==> config.mk <==
export PLATFORM = sky130hd
export DESIGN_NAME = store_buffer
export DESIGN_NICKNAME = d
export VERILOG_FILES = /design/src/rtl/store_buffer.sv
export SDC_FILE = /design/constraint.sdc
export NUM_CORES = 1
export LEC_CHECK = 0
export CAP_MARGIN = 30
export CORE_ASPECT_RATIO = 1.4
export CORE_MARGIN = 2
export CORE_UTILIZATION = 42
export DETAILED_ROUTE_END_ITERATION = 8
export REMOVE_ABC_BUFFERS = 1
export SYNTH_ARGS = -nofsm -noshare
export SYNTH_HDL_FRONTEND = slang
export SYNTH_SLANG_ARGS = --single-unit
export TNS_END_PERCENT = 10
==> constraint.sdc <==
create_clock -name clk_i -period 3.6 [get_ports clk_i]
set_clock_uncertainty 0.2 [all_clocks]
set_input_delay 0.72 -clock clk_i [delete_from_list [all_inputs] [get_ports clk_i]]
set_output_delay 0.72 -clock clk_i [all_outputs]
set_load 0.02 [all_outputs]
==> src/rtl/store_buffer.sv <==
// Store queue between the CPU store port and data memory: formats SB/SH/SW into
// lane-replicated word writes. Optional macro STORE_MISALIGN_CHK_EN drops misaligned SH/SW.
module store_buffer #(
  parameter int DEPTH        = 4,
  parameter int CPU_WIDTH    = 32,
  parameter int FUNCT3_WIDTH = 3
) (
  input  logic                    clk_i,
  input  logic                    rst_i,
  input  logic                    st_valid_i,
  output logic                    st_ready_o,
  input  logic [CPU_WIDTH-1:0]    st_addr_i,
  input  logic [CPU_WIDTH-1:0]    st_data_i,
  input  logic [FUNCT3_WIDTH-1:0] funct3_i,
  output logic                    mem_req_o,
  input  logic                    mem_ack_i,
  output logic [CPU_WIDTH-1:0]    mem_addr_o,
  output logic [CPU_WIDTH-1:0]    mem_wdata_o,
  output logic [3:0]              mem_be_o,
  output logic                    empty_o
`ifdef STORE_MISALIGN_CHK_EN
  ,
  output logic                    misalign_o
`endif
);

  localparam int PW = $clog2(DEPTH);
  localparam int CW = PW + 1;
  localparam logic [FUNCT3_WIDTH-1:0] INST_SB = FUNCT3_WIDTH'(0);
  localparam logic [FUNCT3_WIDTH-1:0] INST_SH = FUNCT3_WIDTH'(1);
  localparam logic [FUNCT3_WIDTH-1:0] INST_SW = FUNCT3_WIDTH'(2);

  logic [CPU_WIDTH-3:0] addr_mem [DEPTH];
  logic [CPU_WIDTH-1:0] data_mem [DEPTH];
  logic [3:0]           be_mem   [DEPTH];

  logic [PW-1:0] wr_ptr_q, wr_ptr_d;
  logic [PW-1:0] rd_ptr_q, rd_ptr_d;
  logic [CW-1:0] count_q,  count_d;

  logic                 is_store;
  logic                 bad_align;
  logic                 push;
  logic                 pop;
  logic [3:0]           be_d;
  logic [CPU_WIDTH-1:0] data_d;

  always_comb begin
    is_store = 1'b0;
    be_d     = 4'b0000;
    data_d   = '0;
    case (funct3_i)
      INST_SB: begin
        is_store = 1'b1;
        be_d     = 4'b0001 << st_addr_i[1:0];
        data_d   = {(CPU_WIDTH/8){st_data_i[7:0]}};
      end
      INST_SH: begin
        is_store = 1'b1;
        be_d     = st_addr_i[1] ? 4'b1100 : 4'b0011;
        data_d   = {(CPU_WIDTH/16){st_data_i[15:0]}};
      end
      INST_SW: begin
        is_store = 1'b1;
        be_d     = 4'b1111;
        data_d   = st_data_i;
      end
      default: ;
    endcase
  end

`ifdef STORE_MISALIGN_CHK_EN
  assign bad_align = ((funct3_i == INST_SH) && st_addr_i[0]) ||
                     ((funct3_i == INST_SW) && (st_addr_i[1:0] != 2'b00));
`else
  // Without the checker the low address bits are simply ignored for SH/SW.
  assign bad_align = 1'b0;
`endif

  assign st_ready_o = (count_q != CW'(DEPTH));
  assign empty_o    = (count_q == '0);
  assign mem_req_o  = !empty_o;
  assign push       = st_valid_i && st_ready_o && is_store && !bad_align;
  assign pop        = mem_req_o && mem_ack_i;

  // Head entry is shown only while valid, so an empty queue presents all zeros.
  assign mem_addr_o  = empty_o ? '0 : {addr_mem[rd_ptr_q], 2'b00};
  assign mem_wdata_o = empty_o ? '0 : data_mem[rd_ptr_q];
  assign mem_be_o    = empty_o ? 4'b0000 : be_mem[rd_ptr_q];

  always_comb begin
    wr_ptr_d = push ? wr_ptr_q + PW'(1) : wr_ptr_q;
    rd_ptr_d = pop  ? rd_ptr_q + PW'(1) : rd_ptr_q;
    count_d  = count_q + CW'(push) - CW'(pop);
  end

  always_ff @(posedge clk_i or posedge rst_i) begin
    if (rst_i) begin
      wr_ptr_q <= '0;
      rd_ptr_q <= '0;
      count_q  <= '0;
    end else begin
      wr_ptr_q <= wr_ptr_d;
      rd_ptr_q <= rd_ptr_d;
      count_q  <= count_d;
    end
  end

  always_ff @(posedge clk_i) begin
    if (push) begin
      addr_mem[wr_ptr_q] <= st_addr_i[CPU_WIDTH-1:2];
      data_mem[wr_ptr_q] <= data_d;
      be_mem[wr_ptr_q]   <= be_d;
    end
  end

`ifdef STORE_MISALIGN_CHK_EN
  logic misalign_q, misalign_d;

  assign misalign_d = st_valid_i && is_store && bad_align;
  assign misalign_o = misalign_q;

  always_ff @(posedge clk_i or posedge rst_i) begin
    if (rst_i) misalign_q <= 1'b0;
    else       misalign_q <= misalign_d;
  end
`endif

endmodule
==> impl_summary.log <==
[metrics] result of the run: finished, final reports clean
[metrics] total of hold buffers inserted after clock tree synthesis: 0
[metrics] via count normalized by instance count: 5.36
[metrics] most instantiated cells after synthesis: 264 x edfxtp_1, 79 x and2_1, 66 x mux4_2, 28 x nor2_1, 15 x clkbuf_1
[metrics] total number of vias: ~5700
[metrics] grt total ovfl: 0
[metrics] Detail Route Antenna Nets: 0
[metrics] multi-input logic area: between 2000 and 3000 um2
[metrics] clk_lat worst skew: ~0.5 ns
[metrics] Die Y-Extent: roughly 200 um
[metrics] Core Rows: 70
[metrics] slack of the critical path: 0.117 ns
[metrics] register bit total from synthesis: 271
[metrics] portion of the post-synthesis area used by sequential elements: between 70 and 80%
[metrics] Reg2Reg Setup Slack: just under 0.9 ns
[metrics] critical path data arrival time: around 2.6 ns
[metrics] fraction of final layout cells with drive strength greater than 1: between 10% and 20%
[metrics] Critical Path Sink Type: output pin
[metrics] synthesized area divided by synthesized cell count: between 15 and 20 um2
[metrics] cell type contributing the most total cell area after synthesis: edfxtp_1
[metrics] H-tree level count: 1
[metrics] TritonCTS clock tree: done
[metrics] worst supply voltage drop on vdd: between 0.0004 and 0.0005 V
[metrics] Async SR Flop Fraction: approximately 2.6%
[metrics] effective utilization at floorplan: a little over two fifths
[metrics] number of enable flip-flop cells after synthesis: roughly 260
[metrics] number of buffers inserted by post-CTS setup repair: 0
[metrics] RSZ-0062 raised after global routing: false
[metrics] worst-margin pin slew: 0.782 ns
[metrics] synth warn: 0
[metrics] post-route minimum period: between 3 and 4 ns
[metrics] count leader, synth: edfxtp_1
[metrics] GRT Resource Usage Total: 17.0%
[metrics] hold crit path type: input pin to async pin
[metrics] startpoint-to-endpoint class of the critical path: flip-flop to output pin
[metrics] floorplan core area: 25900 um2
[metrics] Max transition margin: a little under half
[metrics] gp weighted congestion: between 0.7 and 0.8
[metrics] cell area after synthesis: about 11000 um2
[metrics] Worst setup SP type: flip-flop
[metrics] clock-pin slew reported for the worst setup and hold paths after clock tree synthesis: ~0.06 ns
[metrics] filler-free cell count of the finished design: between 1000 and 1500
[metrics] total design power: 10.6 mW
[metrics] number of antenna violations at the first check in global routing: 1
[metrics] area used by sequential logic in the layout: about 8100 um2
[metrics] hold slack final: between 0.2 and 0.3 ns
[metrics] primary flip-flop cell chosen by synthesis mapping: edfxtp_1
[metrics] DRC viols: 0
[metrics] launch point of the worst reg-to-reg path: count_q[1]
[metrics] area of placed instances: roughly 13000 um2
[metrics] setup tns final: 0 ns
[metrics] largest net degree at the start of global routing: 52
[metrics] number of iterations in the first detailed-routing pass: 4
[metrics] highest attainable clock frequency: 287 MHz
[metrics] number of top-level pins: roughly 140
[metrics] Leakage Power: between 4 and 5 nW
[metrics] Critical Path Start: rd_ptr_q[0]
[metrics] n_diodes: 0
[metrics] synthesized instance count: 556
[metrics] via count of the first global-routing pass: ~6000
[metrics] horizontal die dimension: 141 um
[metrics] final hold viol count: 0
[metrics] fraction of post-synthesis cell area in the top cell type by area: ~70%
[metrics] Setup WS pre-CTS: between 0.2 and 0.3 ns
[metrics] Sinks on Clock Net: about 270
[metrics] Critical Path RT: between 2 and 3 ns
[metrics] buffer type at the clock tree root: clkbuf_16
[metrics] number of DRC violations after detailed-routing iteration 0: 348
[metrics] count of different cell masters after synthesis: 29
[metrics] count of pins over their slew limit: 0
[metrics] synth top area cells: edfxtp_1 72%, mux4_2 14%, and2_1 4.5%, dfrtp_1 1.6%, nor2_1 0.96%
[metrics] die area: 27500 um2
[metrics] cell count after placement: 1010
[metrics] Port-buffer cells: about 140
[metrics] final wirelength: approximately 23000 um
[metrics] highest net fanout along the worst path: 35
[metrics] Worst Reg-to-Reg Cells: 9
[metrics] worst setup path endpoint: mem_wdata_o[6]
[metrics] global-route wire length before repair: 35700 um
[metrics] power density over the cells: between 700 and 800 nW/um2
[metrics] sum of net half-perimeters after detailed placement: between 10000 and 15000 um
[metrics] Finished Cell Area: approximately 14000 um2
[metrics] Clock Tree Buf Depth: 3
[metrics] reported max-cap violation count: 0
[metrics] number of nets in the layout: 792
[metrics] average wire per standard cell: 21.9 um
[metrics] number of setup violations in the final report: 0
[metrics] utilization of the core after routing: between 50 and 60%
[metrics] signed area change from the synthesized netlist to the final layout: 25.0%
[metrics] fillers: ~2100
[metrics] share of the clock period used by the worst path after layout: between 90% and 100%
[metrics] endpoint of the most critical register-to-register path: count_q[2]
[metrics] number of buffers inserted during clock tree synthesis: 26
-- cell usage in the layout (no fill, tap or decap), types with 3 or more instances in the layout --
cell / n
edfxtp_1: 264
and2_1: 75
nor2_1: 28
clkinv_2: 4
a2bb2oi_1: 8
ha_1: 6
clkinv_1: 6
mux4_2: 66
a21oi_1: 11
clkinvlp_4: 3
mux2i_1: 8
a22oi_1: 8
inv_1: 9
clkdlybuf4s50_1: 139
clkbuf_16: 27
buf_12: 10
nor2b_1: 11
dfrtp_1: 5
and2_4: 4
buf_4: 14
xnor2_1: 4
-- power breakdown --
group          leakage (nW)  internal, mW  switching (mW)
registers              2.50          3.78           0.156
clock network         0.397          1.51            1.12
logic                  1.66          2.12            1.95
total                  4.55          7.41            3.23
-- sequential cells by signal (all words and copies together) (netlist names) --
name	flops
data_mem	128
addr_mem	120
be_mem	16
count_q	3
rd_ptr_q	2
wr_ptr_q	2
-- cell families (layout without fill, tap and decap cells) --
| kind of cell | count (synthesis) | after routing | synth area share, % |
|---|---|---|---|
| simple gates | 123 | 123 | 6.38 |
| xor+xnor | 6 | 6 | 0.478 |
| buf+inv | 44 | 219 | 2.31 |
| flops | 271 | 271 | 73.7 |
| other cells | 1 | 2 | 0.0341 |
| mux | 75 | 75 | 14.4 |
| fa+ha+maj | 7 | 7 | 0.865 |
| compound gates | 29 | 29 | 1.82 |
-- routing by layer --
layer | vias up | global-route usage [%] | wire, um
li1 | 2499 | - | -
met1 | 2979 | 21.8 | 9490
met2 | 153 | 30.2 | 12100
met3 | 34 | 2.23 | 1020
met4 | 0 | 4.81 | 517
met5 | - | 0 | 0
-- worst min-delay path by stage --
stage          startpoint     endpoint  slack, ns  cells after the start
6_report            rst_i  wr_ptr_q[1]       0.28                      2
5_1_grt             rst_i   count_q[2]       0.27                      2
4_1_cts             rst_i  rd_ptr_q[0]       0.26                      2
3_5_place_dp   count_q[0]   count_q[0]       0.32                      1
3_3_place_gp   count_q[0]   count_q[0]       0.31                      1
2_1_floorplan  count_q[0]   count_q[0]       0.29                      1
-- critical path, stage by stage, from the launching register on --
cell and delay, ns:
dfrtp_4 0.44, buf_12 0.29, mux4_2 0.59, and2_1 0.18, clkdlybuf4s50_1 0.53
-- area by class of cell --
class                           count  area share [%]
Clock inverter                     17            1.04
Timing Repair Buffer              164            12.4
Multi-Input combinational cell    242            19.3
Clock buffer                       29            4.97
Sequential cell                   271            59.0
Tap cell                          324            2.95
Inverter                            9           0.246
-- repair_timing --
item | CTS | global route
hold endpoints to repair | 0 | 0
gates resized for setup | 2 | 0
setup endpoints to repair | 51 | 0
No activity file was read; power rests on OpenSTA's default activity.
